File: src/rtl/vga_plot_arbiter.sv
// Round-robin arbiter for the vga_adapter single-pixel write port.
// It also contains a raster-order full-screen clear sequencer.
module vga_plot_arbiter #(
  parameter int unsigned N_REQ            = 2,
  parameter int unsigned BITS_PER_CHANNEL = 1,
  parameter int unsigned WIDTH            = 336,
  parameter int unsigned HEIGHT           = 210,
  parameter int unsigned WIDTH2           = $clog2(WIDTH),
  parameter int unsigned HEIGHT2          = $clog2(HEIGHT)
) (
  input  logic                                          clk,
  input  logic                                          reset,
  input  logic [N_REQ-1:0]                              i_req_valid,
  output logic [N_REQ-1:0]                              o_req_ready,
  input  logic [N_REQ-1:0][WIDTH2-1:0]                  i_req_x,
  input  logic [N_REQ-1:0][HEIGHT2-1:0]                 i_req_y,
  input  logic [N_REQ-1:0][2:0][BITS_PER_CHANNEL-1:0]   i_req_color,
  input  logic                                          i_clear_start,
  input  logic [2:0][BITS_PER_CHANNEL-1:0]              i_clear_color,
  output logic                                          o_clear_busy,
  output logic                                          o_clear_done,
  output logic [WIDTH2-1:0]                             o_x,
  output logic [HEIGHT2-1:0]                            o_y,
  output logic [2:0][BITS_PER_CHANNEL-1:0]              o_color,
  output logic                                          o_plot
);

  localparam int unsigned PtrW = $clog2(N_REQ);
  localparam logic [WIDTH2-1:0]  XLast = WIDTH2'(WIDTH - 1);
  localparam logic [HEIGHT2-1:0] YLast = HEIGHT2'(HEIGHT - 1);

  typedef logic [2:0][BITS_PER_CHANNEL-1:0] color_t;
  typedef enum logic [0:0] {StArb, StClear} state_e;

  state_e              state_q;
  logic [PtrW-1:0]     ptr_q;
  logic [WIDTH2-1:0]   clr_x_q, clr_x_d, pix_x;
  logic [HEIGHT2-1:0]  clr_y_q, clr_y_d, pix_y;
  color_t              clr_color_q;
  logic                pix_last;

  logic                grant_any;
  logic [PtrW-1:0]     grant_idx, cand, ptr_next;
  logic                on_screen;

  // Search starts at the pointer so the last-served requester goes to the back.
  always_comb begin
    o_req_ready = '0;
    grant_any   = 1'b0;
    grant_idx   = '0;
    cand        = '0;
    if (state_q == StArb && !i_clear_start) begin
      for (int unsigned i = 0; i < N_REQ; i++) begin
        cand = PtrW'((32'(ptr_q) + i) % N_REQ);
        if (!grant_any && i_req_valid[cand]) begin
          grant_any = 1'b1;
          grant_idx = cand;
        end
      end
      if (grant_any) o_req_ready[grant_idx] = 1'b1;
    end
  end

  always_comb begin
    ptr_next  = PtrW'((32'(grant_idx) + 1) % N_REQ);
    on_screen = (32'(i_req_x[grant_idx]) < WIDTH) && (32'(i_req_y[grant_idx]) < HEIGHT);
  end

  // Pixel emitted this cycle: (0,0) on the start cycle, else the sweep counters.
  always_comb begin
    pix_x    = (state_q == StClear) ? clr_x_q : '0;
    pix_y    = (state_q == StClear) ? clr_y_q : '0;
    pix_last = (pix_x == XLast) && (pix_y == YLast);
    clr_x_d  = pix_x + 1'b1;
    clr_y_d  = pix_y;
    if (pix_last) begin
      clr_x_d = '0;
      clr_y_d = '0;
    end else if (pix_x == XLast) begin
      clr_x_d = '0;
      clr_y_d = pix_y + 1'b1;
    end
  end

  always_ff @(posedge clk or posedge reset) begin
    if (reset) begin
      state_q      <= StArb;
      ptr_q        <= '0;
      clr_x_q      <= '0;
      clr_y_q      <= '0;
      clr_color_q  <= '0;
      o_clear_busy <= 1'b0;
      o_clear_done <= 1'b0;
      o_x          <= '0;
      o_y          <= '0;
      o_color      <= '0;
      o_plot       <= 1'b0;
    end else begin
      o_clear_done <= 1'b0;
      unique case (state_q)
        StArb: begin
          o_clear_busy <= 1'b0;
          o_plot       <= 1'b0;
          if (i_clear_start) begin
            clr_color_q  <= i_clear_color;
            clr_x_q      <= clr_x_d;
            clr_y_q      <= clr_y_d;
            o_x          <= pix_x;
            o_y          <= pix_y;
            o_color      <= i_clear_color;
            o_plot       <= 1'b1;
            o_clear_busy <= 1'b1;
            if (pix_last) o_clear_done <= 1'b1;
            else          state_q      <= StClear;
          end else if (grant_any) begin
            o_x     <= i_req_x[grant_idx];
            o_y     <= i_req_y[grant_idx];
            o_color <= i_req_color[grant_idx];
            o_plot  <= on_screen;
            ptr_q   <= ptr_next;
          end
        end
        StClear: begin
          clr_x_q      <= clr_x_d;
          clr_y_q      <= clr_y_d;
          o_x          <= pix_x;
          o_y          <= pix_y;
          o_color      <= clr_color_q;
          o_plot       <= 1'b1;
          o_clear_busy <= 1'b1;
          if (pix_last) begin
            o_clear_done <= 1'b1;
            state_q      <= StArb;
          end
        end
        default: state_q <= StArb;
      endcase
    end
  end

endmodule

File: config.mk
export PLATFORM = sky130hd
export DESIGN_NAME = vga_plot_arbiter
export DESIGN_NICKNAME = d
export VERILOG_FILES = /design/src/rtl/vga_plot_arbiter.sv
export SDC_FILE = /design/constraint.sdc
export NUM_CORES = 1
export LEC_CHECK = 0
export CORE_MARGIN = 2
export CORE_UTILIZATION = 48
export CTS_CLUSTER_DIAMETER = 100
export CTS_CLUSTER_SIZE = 16
export DETAILED_ROUTE_END_ITERATION = 10
export PLACE_DENSITY = 0.8
export SLEW_MARGIN = 20
export SYNTH_ARGS = -nofsm -noshare
export SYNTH_HDL_FRONTEND = slang
export SYNTH_SLANG_ARGS = --single-unit
File: constraint.sdc
create_clock -name clk -period 2.9 [get_ports clk]
set_clock_uncertainty 0.1 [all_clocks]
set_input_delay 0.58 -clock clk [delete_from_list [all_inputs] [get_ports clk]]
set_output_delay 0.58 -clock clk [all_outputs]
set_load 0.01 [all_outputs]
==> flow_metrics.py, run 1 <==
metrics = {
    "detailed_routing": {
        "dr.pass1.iters": 4,
        "drc": 0,
        "wl_per_cell_um": 16.4,
        "viasPerCell": 5.71,
        "num_vias": 2476,
        "drt_iter0_markers": 113,
        "wirelength_mm": 7.14,
        "ant_nets": 0,
    },
    "worst_setup_path": {
        "cp.required_ps": 2220,
        "worstReg2RegStart": "state_q",
        "worst-setup-path-type": "input port to primary output",
        "crit_arrival_ps": 2040,
        "r2r_setup_slack_ps": 500,
        "cpMostUsedCell": "clkdlybuf4s50_1",
        "critPathMaxFanout": 4,
        "reg2reg_to": "clr_y_q[7]",
        "end_kind": "primary output",
        "max_stage_delay_ps": 550,
        "path_delay_family": "buffers and inverters",
        "path_cells": "clkdlybuf4s50_1 -> nor2_1 -> inv_2 -> nor3b_2 -> clkdlybuf4s50_1",
        "reg2reg_depth": 7,
        "critPathLaunchType": "input port",
        "cp_slowest_cell": "clkdlybuf4s50_1",
        "worst-path-buf-inv": 3,
    },
    "placed_design": {
        "gp_congestion": 0.836,
        "dpl.hpwl_mm": 5.30,
        "placed_area_um2": 3400,
        "portBuffers": 72,
    },
    "floorplanning": {
        "boundaryPins": 73,
        "fp.coreArea_um2": 5140,
        "dieArea_um2": 5980,
        "die_h_um": 77.4,
        "initial_core_util_pct": 50.2,
        "die_width_um": 77.4,
        "row_count": 26,
    },
    "synth": {
        "syn-num-nets": 344,
        "seq_area_frac_synth_pct": 43.6,
        "synth.top_cells.by_area": "dfrtp_1 44%, nand2_1 5.7%, a31oi_1 5.6%, o21ai_0 5.0%, a21boi_0 4.7%",
        "synth-seq-cells": 45,
        "synthSimpleGateAreaFrac_pct": 21.4,
        "syn_inst": 293,
        "yosys_warnings": 0,
        "synth_area_per_cell_um2": 8.81,
        "synthXorXnorAreaFrac_pct": 0.339,
        "ys_async_sr_fraction_pct": 100,
        "synthAdderAreaFrac_pct": 1.45,
        "synth_area_leader_cell": "dfrtp_1",
        "ys.flop_type": "dfrtp_1",
        "yosysTopAreaCellShare_pct": 43.6,
        "synth_compound_area_share_pct": 25.9,
        "syn_area_um2": 2580,
        "synth_top_family_by_area": "compound AO/OA/AOI/OAI gates",
        "synthMuxAreaShare_pct": 2.47,
        "synth_edf_count": 0,
        "synth_cell_type_count": 45,
    },
    "global_routing": {
        "grt_pass1_vias": 2441,
        "grt_max_degree": 46,
        "antenna_found_initial": 0,
        "gr-total-overflow": 0,
        "grt_usage_pct": 24.4,
        "grt_pass1_wl_mm": 11.7,
    },
    "cells_and_area": {
        "fillers": 444,
        "design_area_um2": 3520,
        "multiInputGateArea_um2": 1340,
        "insertedDiodeCount": 0,
        "drive_gt1_share_pct": 8.52,
        "nNetsFinal": 414,
        "regArea_um2": 1130,
        "area_delta_synth_final_pct": 36.3,
    },
    "sta": {
        "finalHoldViolations": 0,
        "holdWs_ps": 423,
        "slew_violations": 0,
        "fmax_mhz": 367,
        "slew_headroom_pct": 60.9,
        "finalSetupTns_ps": 0,
        "worstMarginPinSlew_ps": 587,
        "setup_viol": 0,
        "rsz0062_at_grt": "false",
        "layout_min_cycle_time_ps": 2720,
        "period_share_pct": 93.9,
    },
    "clock_tree": {
        "ctsResizeCount": 0,
        "htreeDepth": 2,
        "post_cts_buffers": 0,
        "cts_tree": "built",
        "hold_buffers": 0,
        "root_buffer": "clkbuf_8",
        "cts.sinks": 45,
        "numCtsBuffers": 5,
        "clock_latency_ps": 300,
        "clockBufferDepth": 2,
        "clk_pin_slew_worst_paths_ps": 90,
    },
    "run_status": {
        "status": "completed",
    },
    "pwr": {
        "power_density_nw_per_um2": 662,
        "p_int_mw": 1.52,
        "swShare_pct": 34.9,
        "power_frac_seq_pct": 43.0,
        "peakVddDrop_v": 0.000400,
        "clockPowerShare_pct": 21.6,
        "p_sw_mw": 0.812,
        "combPwrFrac_pct": 35.4,
        "p_leak_nw": 1.48,
    },
    "hold_path": {
        "hold_class": "flop to flop",
        "hold_path.startpoint": "clr_color_q[1]",
        "holdPathEnd": "clr_color_q[1]",
        "min_delay_path_depth": 1,
    },
    "job": {
        "maxCapViolations": 0,
    },
}
## state kept, by name, summed over array words and instances, names as in the netlist, 3 cells and up
| register | cells |
|---|---|
| clr_x_q | 9 |
| o_x | 9 |
| clr_y_q | 8 |
| clr_color_q | 3 |
| o_color | 3 |
| o_y | 8 |
## cells in the final DEF, fill, tap and decap left out, types with 2 or more instances in the layout
cell	synthesis	final
nand2_1	39	39
nand2b_1	5	5
clkbuf_8	0	5
mux2i_1	3	3
nand3_1	6	6
dfrtp_1	45	45
o31a_1	2	2
mux2_2	3	3
o22ai_1	3	3
o221ai_1	7	7
a21oi_1	8	8
ha_1	3	3
inv_1	8	7
and3_1	15	15
o21ai_0	26	26
buf_4	0	13
a21o_1	2	2
a31oi_1	23	23
nor2b_1	2	2
a21boi_0	16	16
clkdlybuf4s50_1	0	72
or3_1	4	4
nand4_1	3	3
a211oi_1	2	2
o211ai_1	3	3
o311ai_0	2	2
nor2_1	23	23
nor3_1	2	2
## cell families after synthesis
kind of cell | Yosys count
AOI/OAI and AO/OA | 101
xor gates and xnor gates | 1
adders and majority gates | 3
buffers and inverters | 31
DFF | 45
muxes | 6
and+or+nand+nor | 106
## synthesized netlist by cell type, types with 2 or more instances
master	number
o31a_1	2
o22ai_1	3
nor2b_1	2
clkbuf_1	16
mux2i_1	3
a21boi_0	16
ha_1	3
o211ai_1	3
mux2_2	3
nor2_1	23
nand2_1	39
nor3_1	2
and3_1	15
a21o_1	2
nand3_1	6
o311ai_0	2
dfrtp_1	45
nand2b_1	5
inv_1	8
or3_1	4
a21oi_1	8
a31oi_1	23
o221ai_1	7
nand4_1	3
buf_1	4
o21ai_0	26
a211oi_1	2
## worst max path at each step
stage                             start             end  slack (ps)  cells past startpoint
final                     i_clear_start  o_req_ready[0]         180                      5
after global routing      i_clear_start  o_req_ready[0]         110                      5
after CTS                 i_clear_start  o_req_ready[0]          70                      5
after detailed placement  i_clear_start  o_req_ready[0]          80                      5
after global placement    i_clear_start  o_req_ready[0]          90                      5
after floorplan                 state_q      clr_y_q[7]         260                     10
## area by class of cell
cell class                 instances  share of cell area [%]
clock buffer                       5                    1.95
clock inverter                     3                    1.42
inverter                           9                   0.959
multi-input combinational        217                    38.0
sequential                        45                    32.0
tap                               70                    2.49
timing repair buffer              85                    23.2
## per-layer routing
layer	part of all wire, %	routed length [µm]	vias up	global-route usage (%)
li1	-	-	1219	-
met5	0	0	-	0
met1	44	3130	1186	31.7
met2	50	3570	62	41.1
met4	1.5	109	0	7.68
met3	4.6	327	9	4.65
## power groups by stage
stage               clock, mW  sequential [mW]  combinational [mW]
global placement            0             1.00               0.788
CTS                     0.508             1.00               0.832
detailed placement          0             1.01               0.828
floorplan                   0            0.997               0.445
finish                  0.503             1.00               0.826
global route            0.527             1.04               0.914
## stage by stage
step	worst slack, ps	instances	utilization, %	power (mW)
2_1_floorplan	257	293	-	1.44
3_3_place_gp	88.3	426	66.1	1.79
3_5_place_dp	79.8	426	66.1	1.84
4_1_cts	69.1	434	68.4	2.34
5_1_grt	107	434	68.5	2.48
6_report	177	434	68.5	2.33
No activity file was read; power rests on OpenSTA's default activity.
==> run 2, diff against run 1 <==
--- a/config.mk
+++ b/config.mk
@@ -6,12 +6,10 @@
 export NUM_CORES = 1
 export LEC_CHECK = 0
 export CORE_MARGIN = 2
-export CORE_UTILIZATION = 48
+export CORE_UTILIZATION = 35
 export CTS_CLUSTER_DIAMETER = 100
 export CTS_CLUSTER_SIZE = 16
 export DETAILED_ROUTE_END_ITERATION = 10
-export PLACE_DENSITY = 0.8
-export SLEW_MARGIN = 20
 export SYNTH_ARGS = -nofsm -noshare
 export SYNTH_HDL_FRONTEND = slang
 export SYNTH_SLANG_ARGS = --single-unit
==> run 2 against run 1 <==
Power decreased by 3.4%. Design area increased by 0.18%. Combinational power down 2.8%. First-iteration DRC count decreased by 4.4%. Cell count grew 6.5%. Flip-flop and latch count unchanged. Via count fell by 1.7%. Register-to-register slack lost 20 ps. Core utilization fell by 20 points. Worst hold slack got worse by 7.3 ps. Clock power shrank 13%. Count of clock-buffer cells in the layout increased by 2.
==> flow_metrics.py, run 2 (synthesis gave the netlist of run 1 again) <==
metrics = {
    "floorplanning": {
        "die_width_um": 89.9,
        "initial_core_util_pct": 35.8,
        "boundaryPins": 73,
        "dieArea_um2": 8080,
        "row_count": 31,
        "die_h_um": 89.9,
        "fp.coreArea_um2": 7210,
    },
    "detailed_routing": {
        "wl_per_cell_um": 15.5,
        "wl_met2_mm": 3.52,
        "drc": 0,
        "wirelength_mm": 7.15,
        "routedLengthMet1_mm": 3.25,
        "drt_iter0_markers": 108,
        "route.top_layer_used": "met4",
        "viasPerCell": 5.27,
        "num_vias": 2434,
        "dr.pass1.iters": 4,
        "ant_nets": 0,
        "wl_met3_um": 322,
    },
    "run_status": {
        "status": "completed",
    },
    "global_routing": {
        "antenna_found_initial": 0,
        "grt_pass1_wl_mm": 12.0,
        "grt_pass1_vias": 2397,
        "grt_usage_pct": 18.1,
        "gr-total-overflow": 0,
        "grt_max_degree": 46,
    },
    "pwr": {
        "p_total_mw": 2.25,
        "power_density_nw_per_um2": 638,
        "peakVddDrop_v": 0.000326,
        "p_leak_nw": 1.47,
    },
    "job": {
        "maxCapViolations": 0,
    },
    "clock_tree": {
        "post_cts_buffers": 0,
        "htreeDepth": 2,
        "numCtsBuffers": 5,
        "clockBufferDepth": 2,
        "clk_pin_slew_worst_paths_ps": 80,
        "cts.sinks": 45,
        "clock_latency_ps": 300,
        "root_buffer": "clkbuf_8",
        "hold_buffers": 0,
        "ctsResizeCount": 0,
        "cts_tree": "built",
    },
    "cells_and_area": {
        "nNetsFinal": 413,
        "insertedDiodeCount": 0,
        "drive_gt1_share_pct": 8.26,
        "design_area_um2": 3530,
        "layout_common_cells": "72 x clkdlybuf4s50_1, 45 x dfrtp_1, 39 x nand2_1",
        "layout_commonest_cell": "clkdlybuf4s50_1",
        "fin_cells": 462,
        "postLayoutCoreUtil_pct": 48.9,
        "area_delta_synth_final_pct": 36.6,
        "reg_top3": "clr_x_q x9, o_x x9",
    },
    "placed_design": {
        "placed_area_um2": 3430,
        "dpl.cell_count": 454,
        "portBuffers": 72,
        "dpl.hpwl_mm": 5.29,
        "gp_congestion": 0.807,
        "place_ws_ps": 67.6,
    },
    "sta": {
        "fin_ws_ps": 184,
        "rsz0062_at_grt": "false",
        "slew_violations": 0,
        "layout_min_cycle_time_ps": 2720,
        "slew_headroom_pct": 60.2,
        "period_share_pct": 93.6,
        "worstMarginPinSlew_ps": 596,
        "setup_viol": 0,
        "finalSetupTns_ps": 0,
        "holdWs_ps": 415,
        "finalHoldViolations": 0,
        "fmax_mhz": 368,
    },
    "worst_setup_path": {
        "crit_arrival_ps": 2040,
        "critPathLaunchType": "input port",
        "worstReg2RegStart": "state_q",
        "end_kind": "primary output",
        "critPathMaxFanout": 4,
        "worst-setup-path-type": "input port to primary output",
        "cp.required_ps": 2220,
        "cp-startpoint": "i_clear_start",
    },
    "hold_path": {
        "hold_class": "flop to flop",
        "hold_path.startpoint": "clr_color_q[1]",
    },
}
run 2: cell type report:
type	instances	area (µm²)
timing repair buffer	84	811
inverter	9	33.8
clock buffer	7	96.3
sequential	45	1130
fill	738	3690
multi-input combinational	217	1330
tap	99	124
clock inverter	1	5.00
run 2: final timing paths:
| check | end | slack (ps) | depth (start not counted) |
|---|---|---|---|
| max | o_req_ready[0] | 180 | 5 |
| min | clr_color_q[1] | 420 | 1 |
| max reg2reg | clr_y_q[7] | 480 | 7 |
| min reg2reg | clr_color_q[1] | 420 | 1 |
| max in group asynchronous | clr_y_q[4] | 1660 | 3 |
| min in group asynchronous | clr_x_q[6] | 640 | 3 |
run 2: metal layers:
layer	vias up	track usage [%]
met4	0	3.33
li1	1214	-
met5	-	0
met3	9	4.61
met1	1164	23.8
met2	47	30.8
run 2: where the power goes:
| group | internal (mW) | leakage [nW] | switching, mW |
|---|---|---|---|
| logic | 0.437 | 0.891 | 0.366 |
| clock network | 0.216 | 0.0542 | 0.221 |
| registers | 0.814 | 0.525 | 0.197 |
run 2: worst max-delay path: stages:
cell	delay, ps
clkdlybuf4s50_1	440
nor2_1	180
inv_2	80
nor3b_1	190
clkdlybuf4s50_1	560
==> run 3, diff against run 2 <==
--- a/config.mk
+++ b/config.mk
@@ -10,6 +10,7 @@
 export CTS_CLUSTER_DIAMETER = 100
 export CTS_CLUSTER_SIZE = 16
 export DETAILED_ROUTE_END_ITERATION = 10
+export RECOVER_POWER = 100
 export SYNTH_ARGS = -nofsm -noshare
 export SYNTH_HDL_FRONTEND = slang
 export SYNTH_SLANG_ARGS = --single-unit
==> constraint.sdc (replaced) <==
create_clock -name clk -period 3.5 [get_ports clk]
set_clock_uncertainty 0.1 [all_clocks]
set_input_delay 0.7 -clock clk [delete_from_list [all_inputs] [get_ports clk]]
set_output_delay 0.7 -clock clk [all_outputs]
set_load 0.01 [all_outputs]
==> run 3 against run 2 <==
The run now ends with capacitance limit, slew limit left. First-iteration DRC count down 19%. Power down 21%. Count of clock-buffer cells in the layout down 1. Core utilization down 1.3 points. Clock power down 27%. Critical path depth unchanged. Worst hold slack better by 1.5 ps. Flip-flop and latch count unchanged. Non-clock buffer count down 4. Combinational power down 22%. Sequential power down 19%. Design area down 2.7%.
==> flow_metrics.py, run 3 (synthesis gave the netlist of run 1 again) <==
metrics = {
    "run_status": {
        "status": "complete, but fails checks",
        "violations": "capacitance limit, slew limit",
    },
    "floorplanning": {
        "boundaryPins": 73,
        "row_count": 31,
        "dieArea_um2": 8080,
        "initial_core_util_pct": 35.8,
        "die_width_um": 89.9,
        "fp.coreArea_um2": 7210,
        "die_h_um": 89.9,
    },
    "hold_path": {
        "hold_path.startpoint": "clr_color_q[2]",
        "min_delay_path_depth": 1,
        "hold_class": "flop to flop",
        "holdPathEnd": "clr_color_q[2]",
    },
    "global_routing": {
        "grt_pass1_wl_mm": 11.9,
        "gr-total-overflow": 0,
        "antenna_found_initial": 0,
        "grt_usage_pct": 18.1,
        "grt_max_degree": 46,
        "grt_pass1_vias": 2370,
    },
    "sta": {
        "rsz0062_at_grt": "false",
        "slew_headroom_pct": -17.5,
        "period_share_pct": 92.4,
        "fin_ws_ps": 266,
        "slew_violations": 46,
        "finalSetupTns_ps": 0,
        "setup_viol": 0,
        "finalHoldViolations": 0,
        "worstMarginPinSlew_ps": 1760,
        "fmax_mhz": 309,
        "layout_min_cycle_time_ps": 3230,
    },
    "clock_tree": {
        "clockBufferDepth": 2,
        "cts_tree": "built",
        "clk_pin_slew_worst_paths_ps": 80,
        "clock_latency_ps": 300,
        "cts.sinks": 45,
        "numCtsBuffers": 5,
        "ctsResizeCount": 0,
        "hold_buffers": 0,
        "root_buffer": "clkbuf_8",
        "post_cts_buffers": 0,
        "htreeDepth": 2,
    },
    "cells_and_area": {
        "drive_gt1_share_pct": 4.74,
        "layout_common_cells": "45 x dfrtp_1, 44 x clkdlybuf4s50_1, 39 x nand2_1",
        "insertedDiodeCount": 0,
        "area_delta_synth_final_pct": 32.9,
        "nNetsFinal": 409,
        "fin_cells": 458,
        "reg_top3": "clr_x_q x9, o_x x9",
        "layout_commonest_cell": "dfrtp_1",
    },
    "detailed_routing": {
        "wirelength_mm": 7.26,
        "num_vias": 2415,
        "wl_per_cell_um": 15.9,
        "drc": 0,
        "drt_iter0_markers": 87,
        "dr.pass1.iters": 4,
        "ant_nets": 0,
        "viasPerCell": 5.27,
    },
    "pwr": {
        "p_leak_nw": 1.44,
        "p_sw_mw": 0.632,
        "swShare_pct": 35.7,
        "power_frac_seq_pct": 46.4,
        "p_int_mw": 1.14,
        "power_density_nw_per_um2": 515,
        "combPwrFrac_pct": 35.4,
        "clockPowerShare_pct": 18.2,
        "peakVddDrop_v": 0.000237,
    },
    "placed_design": {
        "place_ws_ps": 335,
        "dpl.hpwl_mm": 5.33,
        "dpl.cell_count": 450,
        "portBuffers": 72,
        "gp_congestion": 0.830,
    },
    "worst_setup_path": {
        "reg2reg_to": "clr_y_q[7]",
        "path_cells": "dlygate4sd3_1 -> nor2_1 -> clkinv_1 -> nor3b_1 -> dlygate4sd3_1",
        "end_kind": "primary output",
        "critPathMaxFanout": 4,
        "critPathLaunchType": "input port",
        "cpMostUsedCell": "dlygate4sd3_1",
        "crit_arrival_ps": 2430,
        "worstReg2RegStart": "state_q",
        "worst-setup-path-type": "input port to primary output",
        "max_stage_delay_ps": 620,
        "cp.required_ps": 2700,
        "cp_slowest_cell": "dlygate4sd3_1",
        "reg2reg_depth": 7,
        "r2r_setup_slack_ps": 850,
    },
    "job": {
        "maxCapViolations": 1,
    },
}
-- run 3: layer usage --
metal / GRT usage [%] / up-vias / wire length [µm]
li1: - / 1209 / -
met1: 23.9 / 1152 / 3350
met2: 30.8 / 46 / 3600
met3: 3.52 / 8 / 245
met4: 4.36 / 0 / 64
met5: 0 / - / 0
-- run 3: per-stage QoR --
stage	instance area [µm²]	hold WS [ps]	util (%)	power [mW]
3_5_place_dp	3400	399	47.1	1.52
4_1_cts	3480	419	48.2	1.85
5_1_grt	3430	440	47.6	1.90
2_1_floorplan	2580	372	-	1.19
6_report	3430	417	47.6	1.77
3_3_place_gp	3400	396	47.1	1.50
-- run 3: power by group through the flow --
stage / Sequential [mW] / Clock, mW / Combinational (mW)
floorplan: 0.826 / 0 / 0.368
global placement: 0.840 / 0 / 0.663
detailed placement: 0.843 / 0 / 0.678
CTS: 0.833 / 0.331 / 0.682
global route: 0.851 / 0.355 / 0.697
finish: 0.821 / 0.321 / 0.627
-- run 3: final cells by class --
cell class | count | area [µm²]
tap | 99 | 124
multi-input combinational | 217 | 1300
inverter | 9 | 33.8
timing repair buffer | 80 | 766
clock buffer | 6 | 72.6
clock inverter | 2 | 10.0
sequential | 45 | 1130
fill | 747 | 3780
-- run 3: worst max path at each step --
stage / slack, ps / endpoint / start / cells past startpoint
floorplan: 830 / o_req_ready[0] / i_clear_start / 5
global placement: 370 / o_req_ready[0] / i_req_valid[0] / 5
detailed placement: 330 / o_req_ready[0] / i_req_valid[0] / 5
CTS: 340 / o_req_ready[0] / i_req_valid[0] / 5
global route: 180 / o_req_ready[0] / i_clear_start / 5
finish: 270 / o_req_ready[0] / i_clear_start / 5
-- run 3: worst max-delay path: cells and delay by family --
family | cells | cell delay (ps)
buf+inv | 3 | 1350
simple gates | 2 | 370
